==> config.mk <==
export PLATFORM = sky130hd
export DESIGN_NAME = clk_period_meter
export DESIGN_NICKNAME = d
export VERILOG_FILES = /design/src/rtl/clk_period_meter.sv
export SDC_FILE = /design/constraint.sdc
export NUM_CORES = 1
export LEC_CHECK = 0
export ABC_AREA = 1
export BUFFER_PORTS_ARGS = -buffer_cell sky130_fd_sc_hd__buf_4
export CAP_MARGIN = 20
export CORE_MARGIN = 4
export CORE_UTILIZATION = 40
export DETAILED_ROUTE_END_ITERATION = 8
export HOLD_SLACK_MARGIN = 0.15
export MAX_ROUTING_LAYER = met4
export PLACE_DENSITY = 0.61
export SLEW_MARGIN = 20
export SYNTH_ARGS = -nofsm -noshare
export SYNTH_HDL_FRONTEND = slang
export SYNTH_SLANG_ARGS = --single-unit
==> constraint.sdc <==
create_clock -name i_clk -period 6.19 [get_ports i_clk]
set_input_delay 1.238 -clock i_clk [delete_from_list [all_inputs] [get_ports i_clk]]
set_output_delay 1.238 -clock i_clk [all_outputs]
set_load 0.01 [all_outputs]
==> src/rtl/clk_period_meter.sv <==
// Measures period and high time of a slow asynchronous square wave in i_clk cycles,
// and reports lock (consecutive periods agree) and a sticky missing-edge timeout.
module clk_period_meter #(
    parameter int unsigned P_CNT_W   = 16,
    parameter int unsigned P_TIMEOUT = 65535,
    parameter int unsigned P_TOL     = 0
) (
    input  logic               i_clk,
    input  logic               i_rst,
    input  logic               i_en,
    input  logic               i_sig,
    output logic [P_CNT_W-1:0] o_period,
    output logic [P_CNT_W-1:0] o_high,
    output logic               o_valid,
    output logic               o_locked,
    output logic               o_timeout
);

    localparam logic [P_CNT_W-1:0] LP_TIMEOUT = P_CNT_W'(P_TIMEOUT);
    localparam logic [P_CNT_W:0]   LP_TOL     = (P_CNT_W+1)'(P_TOL);
    localparam logic [P_CNT_W-1:0] LP_ONE     = P_CNT_W'(1);

    typedef enum logic [1:0] {
        S_IDLE,
        S_WAIT_RISE,
        S_MEASURE
    } state_t;

    state_t r_state;
    state_t w_state_n;

    logic               r_sync1, r_sync2, r_edge;
    logic               w_rise, w_fall;
    logic [P_CNT_W-1:0] r_cnt, r_high_cap, r_prev_period, r_period, r_high;
    logic               r_prev_ok, r_valid, r_locked, r_timeout;
    logic [P_CNT_W-1:0] w_cnt_n, w_high_cap_n, w_prev_period_n, w_period_n, w_high_n;
    logic               w_prev_ok_n, w_valid_n, w_locked_n, w_timeout_n;
    logic [P_CNT_W:0]   w_cur, w_prv, w_diff;

    always_ff @(posedge i_clk or posedge i_rst) begin
        if (i_rst) begin
            r_sync1 <= 1'b0;
            r_sync2 <= 1'b0;
            r_edge  <= 1'b0;
        end else begin
            r_sync1 <= i_sig;
            r_sync2 <= r_sync1;
            r_edge  <= r_sync2;
        end
    end

    assign w_rise = r_sync2 & ~r_edge;
    assign w_fall = ~r_sync2 & r_edge;

    // Unsigned magnitude of the period change, one bit wider so it cannot overflow.
    assign w_cur  = {1'b0, r_cnt};
    assign w_prv  = {1'b0, r_prev_period};
    assign w_diff = (w_cur >= w_prv) ? (w_cur - w_prv) : (w_prv - w_cur);

    always_ff @(posedge i_clk or posedge i_rst) begin
        if (i_rst) begin
            r_state <= S_IDLE;
        end else begin
            r_state <= w_state_n;
        end
    end

    always_comb begin
        w_state_n       = r_state;
        w_cnt_n         = r_cnt;
        w_high_cap_n    = r_high_cap;
        w_prev_period_n = r_prev_period;
        w_prev_ok_n     = r_prev_ok;
        w_period_n      = r_period;
        w_high_n        = r_high;
        w_valid_n       = 1'b0;
        w_locked_n      = r_locked;
        w_timeout_n     = r_timeout;
        if (!i_en) begin
            w_state_n   = S_IDLE;
            w_cnt_n     = '0;
            w_locked_n  = 1'b0;
            w_prev_ok_n = 1'b0;
        end else begin
            case (r_state)
                S_IDLE: begin
                    w_cnt_n   = '0;
                    w_state_n = S_WAIT_RISE;
                end
                S_WAIT_RISE: begin
                    if (w_rise) begin
                        w_cnt_n   = LP_ONE;
                        w_state_n = S_MEASURE;
                    end
                end
                S_MEASURE: begin
                    if (w_fall) begin
                        w_high_cap_n = r_cnt;
                    end
                    // A rise on the timeout count still wins as a valid measurement.
                    if (w_rise) begin
                        w_period_n      = r_cnt;
                        w_high_n        = r_high_cap;
                        w_valid_n       = 1'b1;
                        w_timeout_n     = 1'b0;
                        w_cnt_n         = LP_ONE;
                        w_locked_n      = r_prev_ok && (w_diff <= LP_TOL);
                        w_prev_period_n = r_cnt;
                        w_prev_ok_n     = 1'b1;
                    end else if (r_cnt == LP_TIMEOUT) begin
                        w_timeout_n = 1'b1;
                        w_locked_n  = 1'b0;
                        w_prev_ok_n = 1'b0;
                        w_state_n   = S_WAIT_RISE;
                    end else begin
                        w_cnt_n = r_cnt + LP_ONE;
                    end
                end
                default: begin
                    w_state_n = S_IDLE;
                end
            endcase
        end
    end

    always_ff @(posedge i_clk or posedge i_rst) begin
        if (i_rst) begin
            r_cnt         <= '0;
            r_high_cap    <= '0;
            r_prev_period <= '0;
            r_prev_ok     <= 1'b0;
            r_period      <= '0;
            r_high        <= '0;
            r_valid       <= 1'b0;
            r_locked      <= 1'b0;
            r_timeout     <= 1'b0;
        end else begin
            r_cnt         <= w_cnt_n;
            r_high_cap    <= w_high_cap_n;
            r_prev_period <= w_prev_period_n;
            r_prev_ok     <= w_prev_ok_n;
            r_period      <= w_period_n;
            r_high        <= w_high_n;
            r_valid       <= w_valid_n;
            r_locked      <= w_locked_n;
            r_timeout     <= w_timeout_n;
        end
    end

    assign o_period  = r_period;
    assign o_high    = r_high;
    assign o_valid   = r_valid;
    assign o_locked  = r_locked;
    assign o_timeout = r_timeout;

endmodule

==> metrics.md, run 1 <==
| Metric | Value |
|---|---|
| I/O pins | 39 |
| Netlist cell types | 32 |
| TritonCTS clock tree | built |
| Number of global-route vias before repair | ~4.4k |
| Final Core Density | between 40 and 50% |
| Worst skew pair latency | approximately 0.33 ns |
| Initial DRC count | ~390 |
| Wire length per cell | ~14 um |
| Fin crit share | about two fifths |
| Seq/Total Area, Yosys | ~36% |
| Antenna viol nets, final | 0 |
| Layout area overhead | 14.6% |
| Drt pass-1 iters | 5 |
| Layout cell share with drive strength beyond 1 | about a tenth |
| Initial Util | approximately 41% |
| Critical path fanouts, max | 9 |
| Status | finished clean |
| Final Setup Violations | 0 |
| DRC Markers | 0 |
| #FFs+latches synth | 73 |
| Die X | between 100 and 150 um |
| Post-Syn Instances | 752 |
| Post-CTS Resized | 0 |
| Gr usage total | just under 20% |
| Nets | ~830 |
| CTS Hold Bufs | 0 |
| Asr flop ratio synth | between 90% and 100% |
| Final Hold Viols | 0 |
| Slew Viols, Final | 0 |
| Synth cell count leaders | nand2_1, inv_1, dfrtp_1 |
| Top cell type's share of synthesized area | 36.2% |
| Worst slew pin tran | between 0.9 and 1 ns |
| Vias per std cell | roughly 4.9 |
| Max Clk Rate | 0.397 GHz |
| Top area cells in the synthesized netlist | dfrtp_1, nand2_1, ha_1, inv_1, nand3_1 |
| Crit path kind | in2reg |
| Initial antenna violation count | 0 |
| Post-synth EDFFs | 0 |
| Core Box Area | 12200 um2 |
| N_diodes | 0 |
| Max cap viols | 0 |
| Die area | approximately 14000 um2 |
| RSZ-0062 raised after global routing | false |
| Chip height | about 120 um |
| Total setup buffers inserted after CTS | 0 |
| R2r setup slk | ~3.8 ns |
| Net Count, Synth | roughly 800 |
| Maximum ir drop on the vdd rail | 0.230 mV |
| Clk slew on worst S/H paths | roughly 0.05 ns |
| Row cnt | 40 |
| Pwr/cell area | between 300 and 400 nW/um2 |
| Avg Cell Area, Syn | 6.71 um2 |
| CTS buffer count | 9 |
| # fillers | between 1k and 1.5k |
| First-pass GRT wire length | roughly 22000 um |
| Yosys warns | 0 |
| Top_reg_cell synth | dfrtp_1 |
| Minimum clock period | approximately 2.5 ns |
| Detailed Place HPWL | 10700 um |
| Fin Setup TNS | 0 ns |
| WL final | 13400 um |
| Clock tree buffer depth | 2 |
| Cell with the most instances after synthesis | nand2_1 |
| Clk_skew | about 0.0064 ns |
| Worst Setup End Kind | flip-flop |
| GP Congestion | slightly above 0.9 |
| Relative slew slack | 37.7% |
| CP Data Required Time | ~6.4 ns |
| Arrival time of the worst setup path | 2.77 ns |
| Max H-tree Level | 3 |
| Root Driver | clkbuf_16 |
| Startpoint Class | input port |
| Cell area after layout | between 5000 and 6000 um2 |
| Total gr overflow | 0 |
| Yosys top cell by area | dfrtp_1 |
| Area of placed instances | 5520 um2 |
| Worst Hold Class | reg2reg |
| Vias | 4742 |
| Synthesized area | 5040 um2 |
| Largest net degree at the start of global routing | 74 |
| Port Buffer Count | 38 |
| Leakage | between 3 and 4 nW |
| CTS Sinks | 73 |
| Power Total | around 0.0021 W |
[routing by layer]
| metal | vias to the layer above | wire length, um | part of all wire [%] | global-route usage [%] |
|---|---|---|---|---|
| li1 | 2448 | - | - | - |
| met4 | 0 | 125 | 0.93 | 4.04 |
| met1 | 2148 | 6420 | 48 | 26.7 |
| met2 | 136 | 6200 | 46 | 30.3 |
| met5 | - | 0 | 0 | - |
| met3 | 10 | 626 | 4.7 | 3.51 |
[stage by stage]
| stage | instances | setup WS, ns | hold WS [ns] |
|---|---|---|---|
| 2_1_floorplan | 752 | 3.10 | 0.331 |
| 3_3_place_gp | 949 | 3.45 | 0.340 |
| 3_5_place_dp | 949 | 3.34 | 0.349 |
| 4_1_cts | 964 | 3.67 | 0.361 |
| 5_1_grt | 964 | 3.32 | 0.365 |
| 6_report | 964 | 3.67 | 0.358 |
[cell families (layout without fill, tap and decap cells)]
kind of cell | Yosys count | in the layout | synth area share (%)
DFF | 73 | 73 | 36.2
and+or+nand+nor | 422 | 422 | 35.2
buffers and inverters | 127 | 171 | 9.60
xor gates and xnor gates | 2 | 2 | 0.347
AOI/OAI and AO/OA | 91 | 91 | 9.47
adders and majority gates | 37 | 37 | 9.18
[critical path, stage by stage]
cell and delay (ns):
buf_4 0.10, nand2_1 0.15, nor3_1 0.79, nor2_2 0.15
clkinv_4 0.12, o21ai_1 0.07, a31oi_1 0.14
[power breakdown]
group	total (W)	switching (W)	internal, W
combinational	0.00107	0.000695	0.000373
sequential	0.000610	0.0000674	0.000543
clock	0.000462	0.000184	0.000278
total	0.00214	0.000946	0.00119
[state kept, by name, summed over array words and instances, names as in the netlist]
| name | count |
|---|---|
| o_high | 16 |
| o_period | 16 |
| r_high_cap | 16 |
| r_cnt | 16 |
| o_valid | 1 |
| o_locked | 1 |
| r_edge | 1 |
| r_sync2 | 1 |
| o_timeout | 1 |
| r_sync1 | 1 |
| r_prev_ok | 1 |
| r_state | 2 |
[final cells by class]
type	count	area (um2)	share of cell area (%)
inverter	116	440	7.62
sequential	73	1830	31.6
timing repair buffer	40	300	5.19
tap	168	210	3.64
clock buffer	12	246	4.26
multi-input combinational	552	2740	47.4
clock inverter	3	17.5	0.303
[final timing paths]
check,start,endpoint,depth (start not counted)
max in group asynchronous,i_rst,o_period[14],3
min in group asynchronous,i_rst,o_high[12],3
setup reg to reg,r_cnt[2],o_locked,13
hold / removal,r_sync1,r_sync2,0
hold reg to reg,r_sync1,r_sync2,0
setup / recovery,i_en,r_cnt[7],7
[layout by cell type, fill, tap and decap left out, drive strengths merged]
master    count
clkinv        3
nor3b         1
inv         115
o21bai        1
a221oi        1
clkbuf       12
o21a          2
nor4          1
xor2          2
clkinvlp      1
o21ai        49
nor2         52
a31oi         3
buf          40
nor3          8
o41ai         1
ha           37
or2           1
dfrtp        73
nand2       289
a21oi        33
nand3        56
nand4        12
and2          2
a22o          1
No activity file was read; power rests on OpenSTA's default activity.
==> inputs of run 2 (changes only) <==
ABC_AREA = 0   (was 1)
PLACE_DENSITY = 0.63   (was 0.61)
clock period = 2.11 ns   (was 6.19 ns; I/O delays follow)
==> run 2 against run 1 <==
The flow now finishes with violations (setup timing); sequential share of layout area decreased by 7.0 points; synthesized cell count shrank 21%; clock-buffer cell count fell by 1; register-to-register slack got worse by 4.4 ns; worst setup slack got worse by 4.3 ns; critical path type is now reg2reg; area after synthesis down 3.8%; largest power group unchanged; utilization rose by 16 points; hold slack got worse by 0.17 ns; routed wire length is 22% higher; critical path depth increased by 5; first-iteration DRC count is 0.77% higher.
==> metrics.md, run 2 <==
| Metric | Value |
|---|---|
| Post-Syn Instances | 592 (-21%) |
| Logic gate share of total power | 60.0% (+10 points) |
| Top area cells in the synthesized netlist | dfrtp_1, ha_1, nand2_1, o21ai_0, inv_1 |
| P_int | 0.00492 W (+310%) |
| Vias | 5120 (+8.0%) |
| Final Setup Violations | 15 (+15) |
| I/O pins | 39 (unchanged) |
| Maximum ir drop on the vdd rail | 0.628 mV (+170%) |
| Initial DRC count | 395 (+0.77%) |
| Yosys top cell by area | dfrtp_1 |
| Net Count, Synth | 633 (-20%) |
| Initial antenna violation count | 0 (unchanged) |
| Gr usage total | 23.3% (+3.9 points) |
| Max Clk Rate | 0.370 GHz |
| Max cap viols | 0 (unchanged) |
| Yosys warns | 0 (unchanged) |
| Die X | 118 um (-1.8%) |
| Relative slew slack | 55.2% (+18 points) |
| Most frequent cells in the layout | buf_4, nand2_1, dfrtp_1 |
| Slew Viols, Final | 0 (unchanged) |
| Total gr overflow | 0 (unchanged) |
| Layout cell share with drive strength beyond 1 | 40.0% (+30 points) |
| Number of global-route vias before repair | 4990 (+13%) |
| Seq/Total Area, Yosys | 37.6% (+1.4 points) |
| Layout area overhead | 53.3% |
| Largest net degree at the start of global routing | 33 (-55%) |
| Clock share of power | 18.8% (-2.8 points) |
| CTS buffer count | 9 (unchanged) |
| DRC Markers | 0 (unchanged) |
| Port Buffer Count | 38 (unchanged) |
| Pwr/cell area | 1090 nW/um2 (+190%) |
| Worst slew pin tran | 0.670 ns (-0.262 ns) |
| First-pass GRT wire length | 25600 um (+16%) |
| Detailed Place HPWL | 12000 um (+12%) |
| Most common cell after layout, fill and taps aside | buf_4 |
| Worst Slack Setup Final | -0.595 ns (-4.26 ns) |
| Startpoint Class | flip-flop |
| Power Total | 0.00808 W (+280%) |
| Crit path kind | reg2reg |
| Worst skew pair latency | 0.33 ns (about the same) |
| Final Core Density | 63.8% (+16 points) |
| CTS Sinks | 73 (unchanged) |
| CTS Hold Bufs | 0 (unchanged) |
| Die area | 14000 um2 (-3.6%) |
| Clock tree buffer depth | 2 (unchanged) |
| Status | finished with violations |
| Share of power burned in registers | 21.2% (-7.3 points) |
| Wire length per cell | 17.2 um (+24%) |
| GP Congestion | 1.07 (+15%) |
| Sw frac | 39.1% (-5.1 points) |
| Asr flop ratio synth | 100% (unchanged) |
| Synth cell count leaders | nand2_1, dfrtp_1, o21ai_0 |
| Synthesized area | 4850 um2 (-3.8%) |
| Sw power | 0.00316 W (+230%) |
| Critical path fanouts, max | 5 (-4) |
| Netlist cell types | 64 (+100%) |
| Vias per std cell | 5.42 (+10%) |
| Nets | 838 (+0.60%) |
| Minimum clock period | roughly 2.7 ns |
| Clk slew on worst S/H paths | 0.06 ns (about the same) |
| #FFs+latches synth | 73 (unchanged) |
| N_diodes | 0 (unchanged) |
| Final Hold Viols | 0 (unchanged) |
| Max H-tree Level | 3 (unchanged) |
| WL final | 16300 um (+22%) |
| Clk_skew | 0.00435 ns (-0.00208 ns) |
| Failing checks | setup timing |
| Post-synth EDFFs | 0 (unchanged) |
| Fin crit share | 128% |
| TritonCTS clock tree | built |
| Arrival time of the worst setup path | 2.95 ns (+0.18 ns) |
| Antenna viol nets, final | 0 (unchanged) |
| RSZ-0062 raised after global routing | true |
| Fin Setup TNS | -2.24 ns (-2.24 ns) |
| Avg Cell Area, Syn | 8.20 um2 (+22%) |
| Worst slack, placed | -0.650 ns (-3.99 ns) |
| Top_reg_cell synth | dfrtp_1 |
| Initial Util | 41.6% (+0.13 points) |
| Worst Hold Class | in2async |
| Worst Setup End Kind | flip-flop |
| Root Driver | clkbuf_16 |
| CP Data Required Time | 2.35 ns (-4.09 ns) |
| Core Box Area | 11700 um2 (-4.1%) |
| Row cnt | 39 (-2.5%) |
| Top cell type's share of synthesized area | 37.6% (+1.4 points) |
| Leakage | 3.50 nW (+14%) |
| Drt pass-1 iters | 5 (unchanged) |
| Chip height | 118 um (-1.8%) |
| Hold WS | 0.187 ns (-0.171 ns) |
| Cell with the most instances after synthesis | nand2_1 |
==> run 2: cell count changes after synthesis, moves of 7 or more <==
cell | before | now
xnor2_1 | 0 | 15
nand3_1 | 54 | 16
nand2_1 | 285 | 116
buf_2 | 2 | 9
inv_1 | 110 | 46
o21ai_0 | 42 | 51
a21oi_1 | 33 | 25
o31ai_1 | 0 | 7
a21o_1 | 0 | 10
==> run 2: logic make-up (layout without fill, tap and decap cells) <==
kind of cell	count (synthesis)	count (layout)	share of synthesized area [%]
AND/OR/NAND/NOR	230	230	21.3
buffers and inverters	72	282	5.96
AO/OA/AOI/OAI	152	152	20.2
multiplexers	7	7	1.50
XOR/XNOR	21	21	3.79
flip-flops	73	73	37.6
adder cells (fa/ha/maj)	37	37	9.54
==> run 2: worst paths after layout <==
kind	from	endpoint	slack, ns	depth (start not counted)
max in group asynchronous	i_rst	r_cnt[1]	1.35	3
max	r_cnt[10]	o_locked	-0.59	12
min reg2reg	r_sync1	r_sync2	0.36	0
max reg2reg	r_cnt[10]	o_locked	-0.59	12
min	i_rst	o_high[10]	0.19	2
min in group i_clk	i_sig	r_sync1	0.20	1
==> run 2: layer usage <==
| metal | up-vias | global-route usage [%] | wire (um) |
|---|---|---|---|
| li1 | 2460 | - | - |
| met1 | 2441 | 29.5 | 6870 |
| met2 | 175 | 38.4 | 8200 |
| met3 | 44 | 4.11 | 817 |
| met4 | 0 | 6.37 | 402 |
| met5 | - | - | 0 |
==> run 2: final cells by class <==
cell class,instances,area (um2)
tap,143,179
multi-input combinational,447,3230
sequential,73,1830
timing repair buffer,220,1720
inverter,46,176
clock buffer,11,243
clock inverter,5,55.1
fill,939,4220
==> run 2: worst max-delay path: stages, from the launching register on <==
cell	delay (ns)
dfrtp_1	0.42
ha_4	0.26
buf_6	0.13
and4_1	0.21
nor3b_2	0.16
buf_4	0.14
a31oi_1	0.17
o221a_2	0.26
o311ai_4	0.10
buf_4	0.17
o311ai_4	0.26
o41ai_2	0.12
o31ai_1	0.23
==> run 2: timing repair <==
action                                 in CTS  in global routing
gates cloned                                0                  0
setup endpoints to repair                  18                 18
pin swaps                                  18                 30
endpoints found under the hold margin       0                  0
gates resized for setup                    50                 62
setup buffers                              17                  9
==> run 2: per-stage QoR <==
stage	instance area, um2	instances
floorplan	4870	592
global placement	6430	905
detailed placement	6430	905
CTS	7100	938
global route	7440	945
finish	7440	945
==> run 2: power by group through the flow <==
stage               Combinational (W)  Clock, W  Sequential, W
global placement              0.00404         0        0.00171
global route                  0.00527   0.00161        0.00173
finish                        0.00485   0.00152        0.00171
detailed placement            0.00407         0        0.00172
floorplan                     0.00203         0        0.00181
CTS                           0.00451   0.00155        0.00170
==> inputs of run 3 (changes only) <==
PLACE_DENSITY = 0.68   (was 0.63)
==> run 3 against run 2 <==
The flow still finishes with violations (setup timing); clock skew grew 0.0055 ns; sequential share of layout area grew 0.58 points; fmax shrank 1.0%; non-clock buffer count shrank 11; routed wire length shrank 0.46%; combinational power shrank 5.4%; clock-buffer cell count shrank 1; worst setup slack lost 0.028 ns; critical path type unchanged; largest cell class unchanged.
==> metrics.md, run 3 (synthesis results as in run 2) <==
| Metric | Value |
|---|---|
| Status | finished with violations |
| Failing checks | setup timing |
| Maximum ir drop on the vdd rail | 0.833 mV (+33%) |
| Pwr/cell area | 1110 nW/um2 (+2.1%) |
| Hold WS | 0.200 ns (+0.0137 ns) |
| I/O pins | 39 (unchanged) |
| Worst Hold Class | in2reg |
| Initial Util | 41.6% (unchanged) |
| Max H-tree Level | 3 (unchanged) |
| Power Total | 0.00806 W (-0.29%) |
| Fin Setup TNS | -2.57 ns (-0.337 ns) |
| Detailed Place HPWL | 12300 um (+3.1%) |
| Startpoint Class | flip-flop |
| CP Data Required Time | 2.35 ns (about the same) |
| Drt pass-1 iters | 6 (+1) |
| Worst Setup End Kind | flip-flop |
| Nets | 827 (-1.3%) |
| CTS buffer count | 9 (unchanged) |
| Clock tree buffer depth | 2 (unchanged) |
| Max cap viols | 0 (unchanged) |
| DRC Markers | 0 (unchanged) |
| Largest net degree at the start of global routing | 50 (+52%) |
| Relative slew slack | 62.1% (+6.9 points) |
| Total gr overflow | 0 (unchanged) |
| Arrival time of the worst setup path | 2.97 ns (+0.02 ns) |
| N_diodes | 0 (unchanged) |
| Layout area overhead | 49.7% |
| Vias | 5061 (-1.2%) |
| Die X | 118 um (unchanged) |
| Final Hold Viols | 0 (unchanged) |
| Antenna viol nets, final | 0 (unchanged) |
| # fillers | 985 (+4.9%) |
| Worst skew pair latency | 0.34 ns (about the same) |
| Max Clk Rate | 0.366 GHz (-1.0%) |
| Chip height | 118 um (unchanged) |
| Worst R2R Start | r_cnt[6] |
| CTS Sinks | 73 (unchanged) |
| First-pass GRT wire length | 25800 um (+0.84%) |
| Crit path launch | r_cnt[6] |
| Clk_skew | 0.00988 ns (+0.00553 ns) |
| Core Box Area | 11700 um2 (unchanged) |
| Layout cell share with drive strength beyond 1 | 37.8% (-2.2 points) |
| Minimum clock period | 2.73 ns (+0.0276 ns) |
| Final Setup Violations | 16 (+1) |
| Most frequent cells in the layout | buf_4, nand2_1, dfrtp_1 |
| TritonCTS clock tree | built |
| Area of placed instances | 6450 um2 (+0.31%) |
| Worst hold path startpoint | i_sig |
| Cell area after layout | 7260 um2 (-2.4%) |
| Wire length per cell | 17.4 um (+0.71%) |
| RSZ-0062 raised after global routing | true |
| Slew Viols, Final | 0 (unchanged) |
| Initial antenna violation count | 0 (unchanged) |
| Leakage | 3.43 nW (-2.1%) |
| Final Core Density | 62.3% (-1.5 points) |
| Crit path kind | reg2reg |
| Vias per std cell | 5.42 (about the same) |
| Row cnt | 39 (unchanged) |
| Number of global-route vias before repair | 5109 (+2.4%) |
| GP Congestion | 0.995 (-6.7%) |
| Critical path fanouts, max | 5 (unchanged) |
| Fin crit share | 129% (+1.3 points) |
| Initial DRC count | 295 (-25%) |
| Most common cell after layout, fill and taps aside | buf_4 |
| Gr usage total | 23.5% (+0.25 points) |
| Worst Slack Setup Final | -0.622 ns (-0.0276 ns) |
| Clk slew on worst S/H paths | 0.06 ns (about the same) |
| Worst slew pin tran | 0.567 ns (-0.103 ns) |
| Port Buffer Count | 38 (unchanged) |
| WL final | 16200 um (-0.46%) |
| Die area | 14000 um2 (unchanged) |
| Root Driver | clkbuf_16 |
## run 3: worst max-delay path, stage by stage (launching register included)
cell and delay [ns]:
dfrtp_1 0.36, buf_4 0.14, inv_1 0.08, ha_1 0.22, a211oi_2 0.24, o21bai_1 0.12, buf_4 0.14, or3_1 0.34
a221o_1 0.36, nor4_4 0.31, nor2_1 0.09, o31ai_1 0.24
## run 3: repair_timing
| item | in CTS | in global routing |
|---|---|---|
| resized for setup | 30 | 50 |
| endpoints found under the hold margin | 5 | 0 |
| hold buffers | 1 | 0 |
| buffers inserted | 4 | 7 |
| endpoints found under the setup margin | 18 | 19 |
| pin swaps | 14 | 16 |
## run 3: worst paths after layout
path	to	slack, ns	depth (start not counted)
setup / recovery	o_locked	-0.62	11
hold / removal	r_sync1	0.20	1
setup reg to reg	o_locked	-0.62	11
hold reg to reg	r_sync2	0.35	0
max in group asynchronous	r_cnt[5]	0.87	4
min in group asynchronous	o_period[2]	0.70	3
## run 3: layout make-up
cell class              count  area (um2)  area share, %
repair buffers            209        1620           22.3
inverters                  46         176           2.43
clock inverters             6         115           1.58
multi-input cells         447        3110           42.8
well taps                 143         179           2.46
flip-flops and latches     73        1830           25.2
clock buffers              10         229           3.15
## run 3: per-layer routing
metal / vias to the layer above / GRT usage [%] / routed length (um) / part of all wire [%]
met5: - / - / 0 / 0
met4: 0 / 7.33 / 455 / 2.8
met3: 32 / 3.72 / 661 / 4.1
met2: 142 / 40.0 / 8280 / 51
met1: 2447 / 28.8 / 6820 / 42
li1: 2440 / - / - / -
## run 3: power breakdown
group | switching, W | internal [W]
Combinational | 0.00238 | 0.00222
Sequential | 0.000117 | 0.00158
Clock | 0.000605 | 0.00116
Total | 0.00310 | 0.00496
## run 3: metrics by stage
step	setup WS, ns	cells
after floorplan	-0.441	592
after global placement	-0.704	906
after detailed placement	-0.713	906
after CTS	-0.548	927
after global routing	-0.716	934
final	-0.622	934
